File: config.mk
export PLATFORM = sky130hd
export DESIGN_NAME = fetch_decode_flat
export DESIGN_NICKNAME = d
export VERILOG_FILES = /design/src/rtl/fetch_decode_if.sv /design/src/rtl/fetch_decode.sv /design/src/flat_wrapper.sv
export SDC_FILE = /design/constraint.sdc
export NUM_CORES = 1
export LEC_CHECK = 0
export ABC_AREA = 1
export BUFFER_PORTS_ARGS = -buffer_cell sky130_fd_sc_hd__buf_2
export CORE_MARGIN = 2
export CORE_UTILIZATION = 45
export CTS_CLUSTER_DIAMETER = 40
export DETAILED_ROUTE_END_ITERATION = 8
export PLACE_DENSITY_LB_ADDON = 0.3
export SLEW_MARGIN = 20
export SYNTH_ARGS = -nofsm -noshare
export SYNTH_HDL_FRONTEND = slang
export SYNTH_SLANG_ARGS = --single-unit
File: constraint.sdc
create_clock -name clk -period 2.3 [get_ports clk]
set_clock_uncertainty 0.15 [all_clocks]
set_input_delay 0 -clock clk [delete_from_list [all_inputs] [get_ports clk]]
set_output_delay 0 -clock clk [all_outputs]
set_load 0.02 [all_outputs]
File: src/rtl/fetch_decode_if.sv
// Bundle of instruction-memory, redirect and decoded-output signals for fetch_decode.
// The slave modport is the fetch stage; the master modport is memory/redirect/consumer side.
interface fetch_decode_if;
    logic        imem_req;
    logic [31:0] imem_addr;
    logic        imem_gnt;
    logic        imem_rvalid;
    logic [31:0] imem_rdata;
    logic        redirect_valid;
    logic [31:0] redirect_pc;
    logic        out_valid;
    logic        out_ready;
    logic [31:0] out_pc;
    logic [31:0] out_instr;
    logic [2:0]  out_fmt;
    logic [20:0] out_imm;
    logic        out_illegal;

    modport slave (
        output imem_req, imem_addr,
        input  imem_gnt, imem_rvalid, imem_rdata,
        input  redirect_valid, redirect_pc,
        output out_valid, out_pc, out_instr, out_fmt, out_imm, out_illegal,
        input  out_ready
    );

    modport master (
        input  imem_req, imem_addr,
        output imem_gnt, imem_rvalid, imem_rdata,
        output redirect_valid, redirect_pc,
        input  out_valid, out_pc, out_instr, out_fmt, out_imm, out_illegal,
        output out_ready
    );
endinterface

File: src/rtl/fetch_decode.sv
// Instruction fetch with a small response FIFO and immediate-format pre-decode for Imm_Gen.
// Optional feature: define FETCH_DECODE_ILLEGAL_EN to build the unsupported-opcode flag.
module fetch_decode #(
    parameter logic [31:0] RESET_PC   = 32'h0000_0000,
    parameter int          FIFO_DEPTH = 2
) (
    input  logic          clk,
    input  logic          rst_n,
    fetch_decode_if.slave bus
);
    localparam int AW = (FIFO_DEPTH > 1) ? $clog2(FIFO_DEPTH) : 1;
    localparam int CW = AW + 1;
    localparam logic [CW:0]   DEPTH_C = FIFO_DEPTH[CW:0];
    localparam logic [AW-1:0] PTR_ONE = AW'(1'b1);
    localparam logic [AW-1:0] PTR_ZERO = AW'(1'b0);
    localparam logic [CW-1:0] CNT_ONE = CW'(1'b1);
    localparam logic [CW-1:0] CNT_ZERO = CW'(1'b0);
    localparam logic [31:0]   PC_STEP = 32'd4;

    localparam logic [6:0] OPC_LOAD   = 7'b0000011;
    localparam logic [6:0] OPC_OPIMM  = 7'b0010011;
    localparam logic [6:0] OPC_JALR   = 7'b1100111;
    localparam logic [6:0] OPC_STORE  = 7'b0100011;
    localparam logic [6:0] OPC_BRANCH = 7'b1100011;
    localparam logic [6:0] OPC_JAL    = 7'b1101111;
    localparam logic [6:0] OPC_LUI    = 7'b0110111;
    localparam logic [6:0] OPC_AUIPC  = 7'b0010111;
    localparam logic [6:0] OPC_OP     = 7'b0110011;

    // Returns {fmt[2:0], imm[20:0]} for one instruction word.
    function automatic logic [23:0] predecode(input logic [31:0] instr);
        logic [2:0]  fmt;
        logic [20:0] imm;
        fmt = 3'b000;
        imm = 21'd0;
        case (instr[6:0])
            OPC_LOAD, OPC_OPIMM, OPC_JALR: begin
                fmt = 3'b001;
                imm = {9'b0, instr[31:20]};
            end
            OPC_STORE: begin
                fmt = 3'b001;
                imm = {9'b0, instr[31:25], instr[11:7]};
            end
            OPC_BRANCH: begin
                fmt = 3'b011;
                imm = {9'b0, instr[31], instr[7], instr[30:25], instr[11:8]};
            end
            OPC_JAL: begin
                fmt = 3'b011;
                imm = {1'b0, instr[31], instr[19:12], instr[20], instr[30:21]};
            end
            OPC_LUI, OPC_AUIPC: begin
                fmt = 3'b100;
                imm = {1'b0, instr[31:12]};
            end
            OPC_OP: begin
                fmt = 3'b000;
                imm = 21'd0;
            end
            default: begin
                fmt = 3'b000;
                imm = 21'd0;
            end
        endcase
        return {fmt, imm};
    endfunction

`ifdef FETCH_DECODE_ILLEGAL_EN
    function automatic logic is_illegal(input logic [31:0] instr);
        logic known;
        case (instr[6:0])
            OPC_LOAD, OPC_OPIMM, OPC_JALR, OPC_STORE, OPC_BRANCH,
            OPC_JAL, OPC_LUI, OPC_AUIPC, OPC_OP: known = 1'b1;
            default:                             known = 1'b0;
        endcase
        return !known || (instr[1:0] != 2'b11);
    endfunction
`endif

    logic [31:0]   pc_r;
    logic [31:0]   rsp_pc_r;
    logic [CW-1:0] outst_r;
    logic [CW-1:0] drop_r;
    logic [CW-1:0] count_r;
    logic [CW-1:0] outst_nxt_s;
    logic [AW-1:0] wr_ptr_r;
    logic [AW-1:0] rd_ptr_r;
    logic [31:0]   fifo_pc_r    [FIFO_DEPTH];
    logic [31:0]   fifo_instr_r [FIFO_DEPTH];

    logic          credit_s;
    logic          req_s;
    logic          fire_s;
    logic          rsp_s;
    logic          push_s;
    logic          pop_s;
    logic          out_valid_s;
    logic [31:0]   head_pc_s;
    logic [31:0]   head_instr_s;
    logic [23:0]   dec_s;

    // A pop in the same cycle is deliberately not credited, so credit only uses registered state.
    assign credit_s    = ({1'b0, count_r} + {1'b0, outst_r}) < DEPTH_C;
    assign req_s       = rst_n && !bus.redirect_valid && credit_s;
    assign fire_s      = req_s && bus.imem_gnt;
    assign rsp_s       = bus.imem_rvalid && (outst_r != CNT_ZERO);
    assign push_s      = rsp_s && (drop_r == CNT_ZERO) && !bus.redirect_valid;
    assign out_valid_s = (count_r != CNT_ZERO);
    assign pop_s       = out_valid_s && bus.out_ready && !bus.redirect_valid;

    // Outstanding-request count as it will stand after this edge.
    always_comb begin
        outst_nxt_s = outst_r;
        if (fire_s && !rsp_s) begin
            outst_nxt_s = outst_r + CNT_ONE;
        end else if (!fire_s && rsp_s) begin
            outst_nxt_s = outst_r - CNT_ONE;
        end else begin
            outst_nxt_s = outst_r;
        end
    end

    // Fetch PC, response PC, in-flight and drop counters.
    always_ff @(posedge clk or negedge rst_n) begin
        if (!rst_n) begin
            pc_r     <= RESET_PC;
            rsp_pc_r <= RESET_PC;
            outst_r  <= CNT_ZERO;
            drop_r   <= CNT_ZERO;
        end else if (bus.redirect_valid) begin
            pc_r     <= bus.redirect_pc;
            rsp_pc_r <= bus.redirect_pc;
            outst_r  <= outst_nxt_s;
            drop_r   <= outst_nxt_s;
        end else begin
            outst_r <= outst_nxt_s;
            if (fire_s) begin
                pc_r <= pc_r + PC_STEP;
            end
            if (push_s) begin
                rsp_pc_r <= rsp_pc_r + PC_STEP;
            end
            if (rsp_s && (drop_r != CNT_ZERO)) begin
                drop_r <= drop_r - CNT_ONE;
            end
        end
    end

    // Instruction buffer; storage is cleared on reset so idle outputs read as zero.
    always_ff @(posedge clk or negedge rst_n) begin
        if (!rst_n) begin
            wr_ptr_r <= PTR_ZERO;
            rd_ptr_r <= PTR_ZERO;
            count_r  <= CNT_ZERO;
            for (int i = 0; i < FIFO_DEPTH; i++) begin
                fifo_pc_r[i]    <= 32'd0;
                fifo_instr_r[i] <= 32'd0;
            end
        end else if (bus.redirect_valid) begin
            wr_ptr_r <= PTR_ZERO;
            rd_ptr_r <= PTR_ZERO;
            count_r  <= CNT_ZERO;
        end else begin
            if (push_s) begin
                fifo_pc_r[wr_ptr_r]    <= rsp_pc_r;
                fifo_instr_r[wr_ptr_r] <= bus.imem_rdata;
                wr_ptr_r               <= wr_ptr_r + PTR_ONE;
            end
            if (pop_s) begin
                rd_ptr_r <= rd_ptr_r + PTR_ONE;
            end
            case ({push_s, pop_s})
                2'b10:   count_r <= count_r + CNT_ONE;
                2'b01:   count_r <= count_r - CNT_ONE;
                default: count_r <= count_r;
            endcase
        end
    end

    assign head_pc_s    = fifo_pc_r[rd_ptr_r];
    assign head_instr_s = fifo_instr_r[rd_ptr_r];
    assign dec_s        = predecode(head_instr_s);

    assign bus.imem_req  = req_s;
    assign bus.imem_addr = pc_r;
    assign bus.out_valid = out_valid_s;
    assign bus.out_pc    = head_pc_s;
    assign bus.out_instr = head_instr_s;
    assign bus.out_fmt   = dec_s[23:21];
    assign bus.out_imm   = dec_s[20:0];

`ifdef FETCH_DECODE_ILLEGAL_EN
    assign bus.out_illegal = out_valid_s && is_illegal(head_instr_s);
`else
    assign bus.out_illegal = 1'b0;
`endif

endmodule

File: src/flat_wrapper.sv
// flat-port wrapper written by rule: the top's interface ports become plain ports
module fetch_decode_flat 
#(
    parameter logic [31:0] RESET_PC   = 32'h0000_0000,
    parameter int          FIFO_DEPTH = 2
)
  (clk, rst_n, bus_imem_req, bus_imem_addr, bus_imem_gnt, bus_imem_rvalid, bus_imem_rdata, bus_redirect_valid, bus_redirect_pc, bus_out_valid, bus_out_pc, bus_out_instr, bus_out_fmt, bus_out_imm, bus_out_illegal, bus_out_ready);
  fetch_decode_if bus_i ();
  input  logic clk;
  input  logic rst_n;
  output wire logic [$bits(bus_i.imem_req)-1:0] bus_imem_req;
  output wire logic [$bits(bus_i.imem_addr)-1:0] bus_imem_addr;
  input wire logic [$bits(bus_i.imem_gnt)-1:0] bus_imem_gnt;
  input wire logic [$bits(bus_i.imem_rvalid)-1:0] bus_imem_rvalid;
  input wire logic [$bits(bus_i.imem_rdata)-1:0] bus_imem_rdata;
  input wire logic [$bits(bus_i.redirect_valid)-1:0] bus_redirect_valid;
  input wire logic [$bits(bus_i.redirect_pc)-1:0] bus_redirect_pc;
  output wire logic [$bits(bus_i.out_valid)-1:0] bus_out_valid;
  output wire logic [$bits(bus_i.out_pc)-1:0] bus_out_pc;
  output wire logic [$bits(bus_i.out_instr)-1:0] bus_out_instr;
  output wire logic [$bits(bus_i.out_fmt)-1:0] bus_out_fmt;
  output wire logic [$bits(bus_i.out_imm)-1:0] bus_out_imm;
  output wire logic [$bits(bus_i.out_illegal)-1:0] bus_out_illegal;
  input wire logic [$bits(bus_i.out_ready)-1:0] bus_out_ready;
  assign bus_imem_req = bus_i.imem_req;
  assign bus_imem_addr = bus_i.imem_addr;
  assign bus_i.imem_gnt = bus_imem_gnt;
  assign bus_i.imem_rvalid = bus_imem_rvalid;
  assign bus_i.imem_rdata = bus_imem_rdata;
  assign bus_i.redirect_valid = bus_redirect_valid;
  assign bus_i.redirect_pc = bus_redirect_pc;
  assign bus_out_valid = bus_i.out_valid;
  assign bus_out_pc = bus_i.out_pc;
  assign bus_out_instr = bus_i.out_instr;
  assign bus_out_fmt = bus_i.out_fmt;
  assign bus_out_imm = bus_i.out_imm;
  assign bus_out_illegal = bus_i.out_illegal;
  assign bus_i.out_ready = bus_out_ready;
  fetch_decode #(.RESET_PC(RESET_PC), .FIFO_DEPTH(FIFO_DEPTH)) u_core (.clk(clk), .rst_n(rst_n), .bus(bus_i));
endmodule
# Word level (Yosys, flattened, before mapping)
# Cells that the tools add are included.
# Widths: inputs -> output; s select.
[op_classes] n_eq_ne=10 div_mod_pow=0 shift=0 n_mux=26 add_sub_neg=10 n_lt_le_gt_ge=4 reduce_logical=29 n_mul=0 n_bitwise=3
[ops] operator="$mux 32" n=11
[ops] operator="$bwmux 64" n=2
[ops] operator="$pmux 20 s5" n=1
[ops] operator="$add 32x3->32 const B" n=2
[ops] operator="$demux 32 s1" n=1
[ops] operator="$eq 7x7->1 const B" n=3
[ops] operator="$eq 7x5->1 const B" n=2
[ops] operator="$eq 7x6->1 const B" n=2
[ops] operator="$reduce_bool 2->1" n=7
[ops] operator="$logic_and 1x1->1" n=12
[ops] operator="$mux 2" n=5
[ops] operator="$pmux 3 s3" n=1
[ops] operator="$eq 7x2->1 const B" n=1
[ops] operator="$sub 2x1->2 const B" n=3
[ops] operator="$add 2x1->2 const B" n=2
[ops] operator="$ge 2x2->1 const B" n=2
[ops] operator="$mux 1" n=4
[ops] operator="$not 1->2" n=2
[ops] operator="$pmux 2 s2" n=1
[ops] operator="$reduce_or 2->1" n=2
[ops] operator="$reduce_or 4->1" n=1
[ops] operator="$add 2x2->3" n=1
[ops] operator="$logic_not 1->1" n=3
[ops] operator="$lt 3x2->1 const B" n=1
[ops] operator="other kinds (9)" n=10
[totals] ram_bits=0 input_bits=70 latch_bits=0 ff_bits=200 elab_cells=93 out_inout_bits=123 mem_bits_ro=0 mem_count=0

# Longest topological paths before layout
[logic_depth] ltp_word=9 depth_mapped=12 depth_no_buf=12

# Worst setup path before layout
# No wires, ideal clock.
[synth_path] path_kind="reg-to-reg" startpoint="reg u_core.count_r[0]" endpoint="reg u_core.pc_r[17], in the netlist u_core.bus.imem_addr[17]" slack_ps=233 path_stages_with_launch=13 t_required_ps=2033 path_buffers=1 arrival_time_ps=1800 period_less_slack_ps=2067 setup_ps=117 path_cell_list="dfrtp_1 -> nand2_1 -> inv_1 -> fa_1 -> nor2_1 -> nand3_2 -> nand2_2 -> inv_2 -> buf_2 -> nand2_1 -> nand2_1 -> inv_1 -> nand2_1"
[synth_via] elab_chain_len=5
[synth_lines] item="from (decl)" line="fetch_decode.sv:85" text="logic [CW-1:0] count_r;"
[synth_lines] item="from (signal assigned)" line="fetch_decode.sv:174" text="2'b10: count_r <= count_r + CNT_ONE;"
[synth_lines] item="from (signal assigned)" line="fetch_decode.sv:175" text="2'b01: count_r <= count_r - CNT_ONE;"
[synth_lines] item="from (signal assigned)" line="fetch_decode.sv:176" text="default: count_r <= count_r;"
[synth_lines] item="$add 2x2->3" line="fetch_decode.sv:104" text="assign credit_s = ({1'b0, count_r} + {1'b0, outst_r}) < DEPTH_C;"
[synth_lines] item="$lt 3x2->1" line="fetch_decode.sv:104"
[synth_lines] item="$logic_and 1x1->1" line="fetch_decode.sv:105" text="assign req_s = rst_n && !bus.redirect_valid && credit_s;"
[synth_lines] item="$logic_and 1x1->1" line="fetch_decode.sv:106" text="assign fire_s = req_s && bus.imem_gnt;"
[synth_lines] item="$reduce_bool 2->1 (no source line)"
[synth_lines] item="to (signal assigned)" line="fetch_decode.sv:132" text="pc_r <= bus.redirect_pc;"
[synth_lines] item="to (signal assigned)" line="fetch_decode.sv:139" text="pc_r <= pc_r + PC_STEP;"
[synth_lines] item="to (decl)" line="fetch_decode.sv:81" text="logic [31:0] pc_r;"
# No other way between the ends.
# A chain may end at the register's enable or synchronous reset.

# Worst setup path after layout
[layout_path] startpoint="reg u_core.rd_ptr_r" endpoint="out bus_out_imm[3]"
[layout_via] elab_chain_len=7 word_cells_on_any_way=15 classes_between="eq/ne (8); mux (4); bitwise (1); reduce/logical (2)"
[layout_lines] item="from (decl)" line="fetch_decode.sv:88" text="logic [AW-1:0] rd_ptr_r;"
[layout_lines] item="from (signal assigned)" line="fetch_decode.sv:171" text="rd_ptr_r <= rd_ptr_r + PTR_ONE;"
[layout_lines] item="$not 1->2 (implied by the code) (*)" line="fetch_decode.sv:182" text="assign head_instr_s = fifo_instr_r[rd_ptr_r];"
[layout_lines] item="$mux 32 (implied by the code) (*) (3 in a row)" line="fetch_decode.sv:182"
[layout_lines] item="$eq 7x2->1, or another cell as far along" line="fetch_decode.sv:36" text="case (instr[6:0])"
[layout_lines] item="$reduce_or 3->1 / $reduce_or 2->1 (equally long branches)" line="fetch_decode.sv:36"
[layout_lines] item="$pmux 20 s5 (*)" line="fetch_decode.sv:36"
[layout_lines] item="to (decl)" line="flat_wrapper.sv:22" text="output wire logic [$bits(bus_i.out_imm)-1:0] bus_out_imm;"
# Every way passes the cells marked *; elsewhere a longest branch is shown, timed or not. The select of a mux whose other input is x is not followed.

==> summary.txt <==
Total die area: 0.0257 mm^2
Largest family of logic cells by synthesized area: simple AND/OR/NAND/NOR gates
Post-route DRC: 0
Global-route wire length before repair: 50.6 mm
Synth-to-layout area growth: 27.7%
Max-cap violations: 0
Clock transition at path regs: 0.07 ns
Gr usage total: 24.2%
Failing checks: negative setup slack
Die Height: 160 um
R2R Path Start: u_core.count_r[0]$_DFFE_PN0P_
Largest stage delay, worst path: 0.46 ns
TritonCTS clock tree: yes
I/O pin count: 193
Fin crit share: 101%
Nets: 1924
Fraction of layout cells with a size suffix above 1: 17.2%
Crit start category: flop
Kind of critical path: reg2out
R2R setup slack: 0.17 ns
Worst-Margin Slew: 0.799 ns
DRT iter0 DRCs: 970
Synth Flop Type: dfrtp_1
Post-synth ARST share: 100%
Post-route ant nets: 0
Largest cells by area after synthesis: dfrtp_1, nand2_1, o21ai_0, nand3_1, inv_1
Core area: 0.0242 mm^2
Filler instances: 2222
RSZ-0062 raised after global routing: yes
Most frequent cell after synthesis: nand2_1
Initial antenna violation count: 0
Worst r2r path cells: 10
Area share of the largest cell type after synthesis: 45.4%
# clock sinks: 200
Register area share after synthesis: 45.4%
Overflow after GRT: 0
TNS Setup: -0.0235 ns
Total Power: 14.3 mW
Dpl hpwl: 21.5 mm
Vias in the first global route: 10078
Reg area: 0.00501 mm^2
Pwr per Cell Area: 1020 mW/mm^2
Post-synth EDFFs: 0
Placed inst area: 0.0123 mm^2
Compound-Gate Fraction of Synth Area: 8.99%
Num CTS Buffers: 17
Clk root buf: clkbuf_16
CP dominant cell by count: nand2_1
Synth Cell Area: 0.0110 mm^2
Insertion delay to the later sink of the worst-skew pair: 0.45 ns
Syn_area_per_cell: 6.94 um^2
Longest Clk Path Bufs: 2
Hold Crit Class: in2async
Synth Area in Adders: 0.636%
Die X: 160 um
Vias/cell: 5.10
Area of the multi-input gates: 0.00523 mm^2
Crit Reg-Reg Endpoint: u_core.bus.imem_addr[25]$_DFFE_PN0P_
Max VDD drop: 602 uV
DR pass1 iterations: 5
Slew margin rel.: 46.7%
Crit. End Element: output pin
Crit path launch: u_core.rd_ptr_r$_DFFE_PN0P_
Final setup viols: 3
Post-layout min period: 2.31 ns
Syn Inst Count: 1588
Largest fanout on the critical path: 7
Flops & latches, synth: 200
# port buffers: 190
Critical path buffer and inverter count: 5
Fmax: 432 MHz
Synth unique cells: 37
Final hold violations: 0
Routability cong.: 0.897
Core Util, Final: 58.1%
Pleak: 7.44 nW
Critical path arrival: 2.16 ns
Pin count of the biggest net entering global routing: 140
Mux cell area share after synthesis: 0%
Slowest CP cell: dfrtp_2
Row count: 57
Simple-Gate Fraction of Synth Area: 35.3%
Finished Cell Area: 0.0141 mm^2
DR WL/cell: 14.7 um
Synth Area in XOR/XNOR: 1.59%
Max H-tree Level: 4
Synth warn: 0
Initial Util: 45.6%
Post-synth top area cell: dfrtp_1
Worst Path Required: 2.15 ns
Detailed Route WL: 32.1 mm
DR vias: 11151
Post-synth top cells: nand2_1, dfrtp_1, o21ai_0
Largest delay share family, worst path: buffers and inverters
Post-route setup slack: -0.0128 ns
Final Max Slew Viols: 0
Ant diodes: 0
Setup Slack @ Placement: 0.135 ns
Result of the run: complete, but fails checks
Worst path cell trace: clkinv_4 -> o21ai_2 -> inv_2 -> nor2_4 -> buf_12 -> clkbuf_16 -> nand3_1 -> nand2_1 -> nor2_1 -> nand2_1 -> buf_4
[worst min-delay path, stage by stage]
cell and delay, ns:
dlygate4sd3_1 0.54, clkbuf_8 0.14, buf_12 0.48
[per-stage QoR]
stage | cells | hold WS, ns
floorplan | 1589 | -0.446
global placement | 2061 | 0.0636
detailed placement | 2061 | 0.0698
CTS | 2166 | 0.158
global route | 2186 | 0.161
finish | 2186 | 0.0843
[layout make-up]
class                   instances  share of cell area, %
clock buffers                  17                   3.03
clock inverters                15                  0.979
multi-input cells            1175                   37.2
inverters                     146                   3.97
repair buffers                307                   16.3
well taps                     324                   2.88
repair inverters                2                 0.0890
flip-flops and latches        200                   35.6
[cells in the final DEF (no fill, tap or decap), types with 17 or more instances in the layout]
| cell type | instances |
|---|---|
| nand2_1 | 676 |
| dfrtp_1 | 199 |
| buf_2 | 178 |
| o21ai_0 | 147 |
| inv_1 | 140 |
| nand3_1 | 123 |
| nor2_1 | 104 |
| dlygate4sd3_1 | 71 |
| buf_4 | 33 |
| clkbuf_16 | 21 |
| nand2_2 | 17 |
| xor2_1 | 17 |
[how the worst max path moves through the flow]
stage	end	slack [ns]	cells after the start
after floorplan	u_core.bus.imem_addr[17]$_DFFE_PN0P_	0.23	12
after global placement	u_core.bus.imem_addr[15]$_DFFE_PN0P_	0.19	11
after detailed placement	u_core.bus.imem_addr[9]$_DFFE_PN0P_	0.13	11
after CTS	bus_out_imm[1]	0.0009	11
after global routing	bus_out_imm[11]	-0.12	11
final	bus_out_imm[3]	-0.01	11
[state kept, by name, indices dropped and copies added, names as in the netlist]
register / cells
u_core.wr_ptr_r: 1
u_core.bus.imem_addr: 32
u_core.outst_r: 2
u_core.rsp_pc_r: 32
u_core.rd_ptr_r: 1
u_core.drop_r: 2
u_core.count_r: 2
u_core.fifo_pc_r: 64
u_core.fifo_instr_r: 64
[where the power goes]
part	switching [mW]	total, mW	internal [mW]
Clock	1.46	2.89	1.43
Combinational	3.96	6.02	2.07
Sequential	0.803	5.44	4.64
[routing by layer]
metal  track usage, %  share of wire [%]  up-vias
met1             34.0                 44     5149
met2             39.8                 47      455
li1                 -                  -     5496
met4             7.00                1.8        0
met3             2.82                6.5       51
met5                0                  0        -
[logic make-up (layout without fill, tap and decap cells)]
| kind of cell | Yosys count | after routing |
|---|---|---|
| other | 1 | 2 |
| adder cells (fa/ha/maj) | 5 | 5 |
| XOR/XNOR | 20 | 20 |
| flip-flops | 200 | 200 |
| AND/OR/NAND/NOR | 960 | 961 |
| buffers and inverters | 215 | 487 |
| AO/OA/AOI/OAI | 187 | 187 |
[repair_timing]
item / 4_1_cts / 5_1_grt
setup endpoints to repair: 18 / 49
hold buffers: 71 / 0
cloned: 0 / 10
gates resized for setup: 5 / 52
pin swaps: 2 / 17
setup buffers: 2 / 11
endpoints found under the hold margin: 334 / 0
Note: power is estimated with default switching activity, not from simulation.
